`src/rtl/fm_wm_adj_accum_memory.sv`:
```
// fm_wm_adj_accum_memory
// Row-organised result memory for the FM x WM x ADJ aggregation stage.
// Holds NUM_ROWS rows of NUM_COLS signed words. A row write either
// overwrites the row or adds into it with signed saturation, so neighbour
// contributions can be summed in place. Reads are registered with a valid
// strobe. A sequenced clear engine re-zeroes the array one row per cycle
// between layers, without needing a global reset.
//
// Ports
//   clk, rst     : clock and synchronous active-high reset
//   wr_valid     : write request; accepted when wr_valid && wr_ready
//   wr_ready     : high in IDLE when not in reset
//   wr_mode      : 0 = overwrite, 1 = saturating accumulate
//   wr_row       : target row
//   wr_data      : NUM_COLS signed words
//   rd_req       : read request; answered one cycle later
//   rd_row       : row to read
//   rd_valid     : rd_data holds the answer to last cycle's rd_req
//   rd_data      : registered row data (0 for an out-of-range row)
//   clear_start  : pulse that starts a clear sweep (honoured in IDLE only)
//   clear_busy   : high for the NUM_ROWS cycles of the sweep
//   row_written  : per-row bit, set by a write, cleared by reset or sweep
//   sat_flag     : sticky, some accumulate column clamped
//   err_flag     : sticky, an out-of-range wr_row or rd_row was seen
module fm_wm_adj_accum_memory #(
  parameter int NUM_ROWS   = 6,
  parameter int NUM_COLS   = 3,
  parameter int DATA_WIDTH = 16,
  parameter int ROW_WIDTH  = $clog2(NUM_ROWS)
) (
  input  logic                                 clk,
  input  logic                                 rst,
  input  logic                                 wr_valid,
  output logic                                 wr_ready,
  input  logic                                 wr_mode,
  input  logic [ROW_WIDTH-1:0]                 wr_row,
  input  logic [0:NUM_COLS-1][DATA_WIDTH-1:0]  wr_data,
  input  logic                                 rd_req,
  input  logic [ROW_WIDTH-1:0]                 rd_row,
  output logic                                 rd_valid,
  output logic [0:NUM_COLS-1][DATA_WIDTH-1:0]  rd_data,
  input  logic                                 clear_start,
  output logic                                 clear_busy,
  output logic [NUM_ROWS-1:0]                  row_written,
  output logic                                 sat_flag,
  output logic                                 err_flag
);

  typedef enum logic {
    IDLE  = 1'b0,
    CLEAR = 1'b1
  } state_t;

  localparam logic [ROW_WIDTH-1:0] LAST_ROW = ROW_WIDTH'(NUM_ROWS - 1);

  state_t                              state;
  state_t                              state_next;
  logic [ROW_WIDTH-1:0]                clr_ptr;
  logic [0:NUM_COLS-1][DATA_WIDTH-1:0] mem [NUM_ROWS];

  logic                                wr_fire;
  logic                                wr_in_range;
  logic                                rd_in_range;
  logic                                clear_accept;
  logic [ROW_WIDTH-1:0]                wr_idx;
  logic [0:NUM_COLS-1][DATA_WIDTH-1:0] acc_row;
  logic [DATA_WIDTH:0]                 col_sum [NUM_COLS];
  logic [NUM_COLS-1:0]                 col_sat;

  assign wr_ready     = (state == IDLE) && !rst;
  assign clear_busy   = (state == CLEAR);
  assign wr_fire      = wr_valid && wr_ready;
  assign wr_in_range  = (int'(wr_row) < NUM_ROWS);
  assign rd_in_range  = (int'(rd_row) < NUM_ROWS);
  assign clear_accept = clear_start && (state == IDLE);
  // Keeps the accumulate read port inside the array for bad row numbers;
  // such writes are dropped anyway.
  assign wr_idx       = wr_in_range ? wr_row : '0;

  // State register for the clear sequencer.
  always_ff @(posedge clk) begin
    if (rst) begin
      state <= IDLE;
    end else begin
      state <= state_next;
    end
  end

  // Next-state logic: start a sweep from IDLE, leave after the last row.
  always_comb begin
    state_next = state;
    case (state)
      IDLE:    if (clear_start)         state_next = CLEAR;
      CLEAR:   if (clr_ptr == LAST_ROW) state_next = IDLE;
      default: state_next = IDLE;
    endcase
  end

  // Sweep pointer walks the rows while clearing and parks at 0 otherwise.
  always_ff @(posedge clk) begin
    if (rst) begin
      clr_ptr <= '0;
    end else if (state == CLEAR) begin
      clr_ptr <= (clr_ptr == LAST_ROW) ? '0 : clr_ptr + 1'b1;
    end else begin
      clr_ptr <= '0;
    end
  end

  // Saturating accumulate: add at DATA_WIDTH+1 bits; differing top two bits
  // mean overflow, and the extra sign bit tells which rail to clamp to.
  always_comb begin
    acc_row = '0;
    col_sat = '0;
    for (int c = 0; c < NUM_COLS; c++) begin
      col_sum[c] = {mem[wr_idx][c][DATA_WIDTH-1], mem[wr_idx][c]}
                 + {wr_data[c][DATA_WIDTH-1], wr_data[c]};
      if (col_sum[c][DATA_WIDTH] != col_sum[c][DATA_WIDTH-1]) begin
        col_sat[c] = 1'b1;
        acc_row[c] = col_sum[c][DATA_WIDTH] ? {1'b1, {(DATA_WIDTH-1){1'b0}}}
                                            : {1'b0, {(DATA_WIDTH-1){1'b1}}};
      end else begin
        acc_row[c] = col_sum[c][DATA_WIDTH-1:0];
      end
    end
  end

  // Array, row_written and sticky flags. Writes are never accepted during
  // a sweep, so the write and sweep paths never target a row together.
  // An accepted clear_start wins over a same-cycle error or saturation.
  always_ff @(posedge clk) begin
    if (rst) begin
      for (int r = 0; r < NUM_ROWS; r++) begin
        mem[r] <= '0;
      end
      row_written <= '0;
      sat_flag    <= 1'b0;
      err_flag    <= 1'b0;
    end else begin
      if (wr_fire && wr_in_range) begin
        mem[wr_row]         <= wr_mode ? acc_row : wr_data;
        row_written[wr_row] <= 1'b1;
      end
      if (state == CLEAR) begin
        mem[clr_ptr]         <= '0;
        row_written[clr_ptr] <= 1'b0;
      end
      if (clear_accept) begin
        sat_flag <= 1'b0;
        err_flag <= 1'b0;
      end else begin
        if (wr_fire && wr_in_range && wr_mode && (|col_sat)) begin
          sat_flag <= 1'b1;
        end
        if ((wr_fire && !wr_in_range) || (rd_req && !rd_in_range)) begin
          err_flag <= 1'b1;
        end
      end
    end
  end

  // Registered read port; samples the array before this edge's write.
  always_ff @(posedge clk) begin
    if (rst) begin
      rd_valid <= 1'b0;
      rd_data  <= '0;
    end else begin
      rd_valid <= rd_req;
      if (rd_req) begin
        rd_data <= rd_in_range ? mem[rd_row] : '0;
      end
    end
  end

endmodule

```
`config.mk`:
```
export PLATFORM = sky130hd
export DESIGN_NAME = fm_wm_adj_accum_memory
export DESIGN_NICKNAME = d
export VERILOG_FILES = /design/src/rtl/fm_wm_adj_accum_memory.sv
export SDC_FILE = /design/constraint.sdc
export NUM_CORES = 1
export LEC_CHECK = 0
export BUFFER_PORTS_ARGS = -buffer_cell sky130_fd_sc_hd__buf_2
export CORE_MARGIN = 4
export CORE_UTILIZATION = 66
export DETAILED_ROUTE_END_ITERATION = 8
export PLACE_DENSITY = 0.88
export SYNTH_ARGS = -nofsm -noshare
export SYNTH_HDL_FRONTEND = slang
export SYNTH_SLANG_ARGS = --single-unit
export TNS_END_PERCENT = 5
```
`constraint.sdc`:
```
create_clock -name clk -period 18.4 [get_ports clk]
set_clock_uncertainty 0.05 [all_clocks]
set_input_delay 5.52 -clock clk [delete_from_list [all_inputs] [get_ports clk]]
set_output_delay 5.52 -clock clk [all_outputs]
set_load 0.05 [all_outputs]
```
==> flow_summary.ini <==
[die]
fp-row-count = 63
dieArea_um2 = 33460
die_x_um = 182.9
die_y_um = 182.9
ios = 119
core-area_um2 = 29870
start_util_pct = 67.59

[power_and_ir_drop]
clock_power_share_pct = 35.8
intPower_w = 0.001550
p_comb_share_pct = 21.7
seqPwrFrac_pct = 42.5
power.density_nw_per_um2 = 98.22
ir_drop_v = 0.00007694
power.net_switching_w = 0.0006451
switching_share_pct = 29.38
leakagePower_nw = 8.538

[critical_path]
cpMostUsedCell = buf_2
arrival_ns = 6.52
end_kind = output pin
required_ns = 12.83
path_cells = buf_2 -> nor2_1 -> buf_2
cp_max_fo = 45
worstSetupPathType = in2out
cp-start-kind = input pin
ff2ff_path_depth = 16
critPathMaxStageDelay_ns = 0.68
worst_path_max_delay_cell = buf_2

[clock_network]
post_cts_resized = 0
clk_pin_slew_worst_paths_ns = 0.06
cts_tree = done
postCtsSetupRepairBufs = 0
cts_hold_buf = 0
cts_sinks = 349
cts_max_level = 2
cts_root_buf = clkbuf_16
cts_max_path_buffers = 3
clock_latency_ns = 0.54
numCtsBuffers = 37

[synth]
async_flop_share_pct = 0
synth_edf_count = 288
syn_area_per_cell_um2 = 11.75
synth_area_um2 = 20190
yosysWarnings = 0
syn_nets = 1837
yosysUniqueCellTypes = 77
ys.flop_type = edfxtp_1
synth_cells = 1719
ys_seq_area_share_pct = 48.88
yosys_register_bits = 349

[global_route]
antenna_found_initial = 0
grt_use_total_pct = 34.24
grt_pass1_vias = 16233
grt_overflow = 0
grt_max_degree = 99
grt_pass1_wl_mm = 89.49

[routing]
wl_mm = 57.69
post_drt_via_cell_ratio = 7.113
drc = 0
firstDrtPassIters = 8
vias = 15677
drtIter0Drc = 2172
ant_nets = 0
wl_per_cell_um = 26.17

[sta]
finalCriticalPeriod_ns = 12.09
timing.max_slew.rel_slack_pct = 29.10
fin_crit_sh_pct = 65.68
tns_ns = 0
rsz0062_at_grt = no
hold_slack_ns = 0.4119
worstMarginPinSlew_ns = 1.063
maxSlewViolCount = 0
clock.fmax_mhz = 82.75
final-setup-viol-count = 0
hold_viol = 0

[cells_and_area]
final_common_cell = nor2_1
final_cell_mix = nor2_1 (334), edfxtp_1 (288), mux2_2 (151)
drive_gt1_share_pct = 26.41
nFillCells = 1819
multi_input_area_um2 = 9709
antenna_cells = 0
final_nets = 1903
ff_latch_area_um2 = 9869
area_growth_pct = 10.70

[min_path]
whs_path_depth = 2
hp-class = reg2reg

[outcome]
status = completed

[placed_design]
gp_congestion = 0.9484
port_buffers = 118
dp_hpwl_mm = 34.66

[run]
max-cap-violations = 0
sequential cells by signal, indices dropped and copies added (netlist names):
name         flops
clr_ptr          3
sat_flag         1
row_written      6
rd_data         48
rd_valid         1
err_flag         1
clear_busy       1
mem            288
synth_stat cells, drive strengths merged, types with 19 or more instances:
master	count	area (µm²)
a211oi	68	515.5
a21oi	46	230.2
a22oi	56	420.4
buf	19	96.34
clkbuf	97	364.1
dfxtp	61	1221
edfxtp	288	8648
ha	55	688.2
inv	59	221.5
mux2	151	1700
mux2i	39	390.4
mux4	78	1757
nand2	57	214.0
nor2	336	1264
nor2b	19	118.9
nor3	25	125.1
o21ai	34	170.2
o221ai	32	397.9
area by class of cell:
| cell class | count | share of cell area (%) |
|---|---|---|
| flip-flops and latches | 349 | 44.15 |
| multi-input cells | 1195 | 43.43 |
| clock buffers | 48 | 4.696 |
| repair buffers | 143 | 3.515 |
| well taps | 390 | 2.183 |
| clock inverters | 20 | 1.030 |
| inverters | 59 | 0.9907 |
stage by stage:
stage / power, W / setup slack [ns] / util [%] / area [µm²] / cells
finish: 0.002196 / 6.315 / 74.83 / 22350 / 2204
global route: 0.002265 / 6.048 / 74.83 / 22350 / 2204
CTS: 0.002184 / 6.307 / 74.83 / 22350 / 2204
detailed placement: 0.001408 / 6.245 / 70.54 / 21070 / 2136
global placement: 0.001389 / 6.318 / 70.54 / 21070 / 2136
floorplan: 0.001281 / 6.068 / - / 20190 / 1719
critical path: cells and delay by family:
| family | cells | cell delay (ns) |
|---|---|---|
| buffers and inverters | 2 | 0.92 |
| AND/OR/NAND/NOR | 1 | 0.07 |
final timing paths:
path                                startpoint             end  slack [ns]
worst max-delay path                       rst        wr_ready        6.31
worst min-delay path            row_written[4]  row_written[4]        0.41
worst min register to register  row_written[4]  row_written[4]        0.41
worst max register to register      mem[0][19]      mem[0][28]       12.57
layer usage:
layer  vias to the layer above  track usage (%)  share of wire (%)
met5                         -                0                  0
met4                         0            17.04                5.3
met3                       249            6.228                 12
met2                      1189            56.30                 48
met1                      7583            44.28                 35
li1                       6656                -                  -
kinds of logic (layout without fill, tap and decap cells):
| family | count (synthesis) | after routing | synth area share (%) |
|---|---|---|---|
| adder cells (fa/ha/maj) | 58 | 58 | 3.705 |
| flip-flops | 349 | 349 | 48.88 |
| multiplexers | 268 | 268 | 19.05 |
| XOR/XNOR | 26 | 26 | 1.128 |
| buffers and inverters | 175 | 270 | 3.377 |
| AO/OA/AOI/OAI | 335 | 335 | 12.89 |
| AND/OR/NAND/NOR | 508 | 508 | 10.97 |
power by group through the flow:
stage | Sequential [W] | Combinational, W | Clock [W]
4_1_cts | 0.000931 | 0.000465 | 0.000787
3_5_place_dp | 0.000947 | 0.000461 | 0
6_report | 0.000932 | 0.000477 | 0.000786
2_1_floorplan | 0.000969 | 0.000313 | 0
5_1_grt | 0.000937 | 0.000505 | 0.000823
3_3_place_gp | 0.000942 | 0.000447 | 0
(Power assumes the default switching activity.)
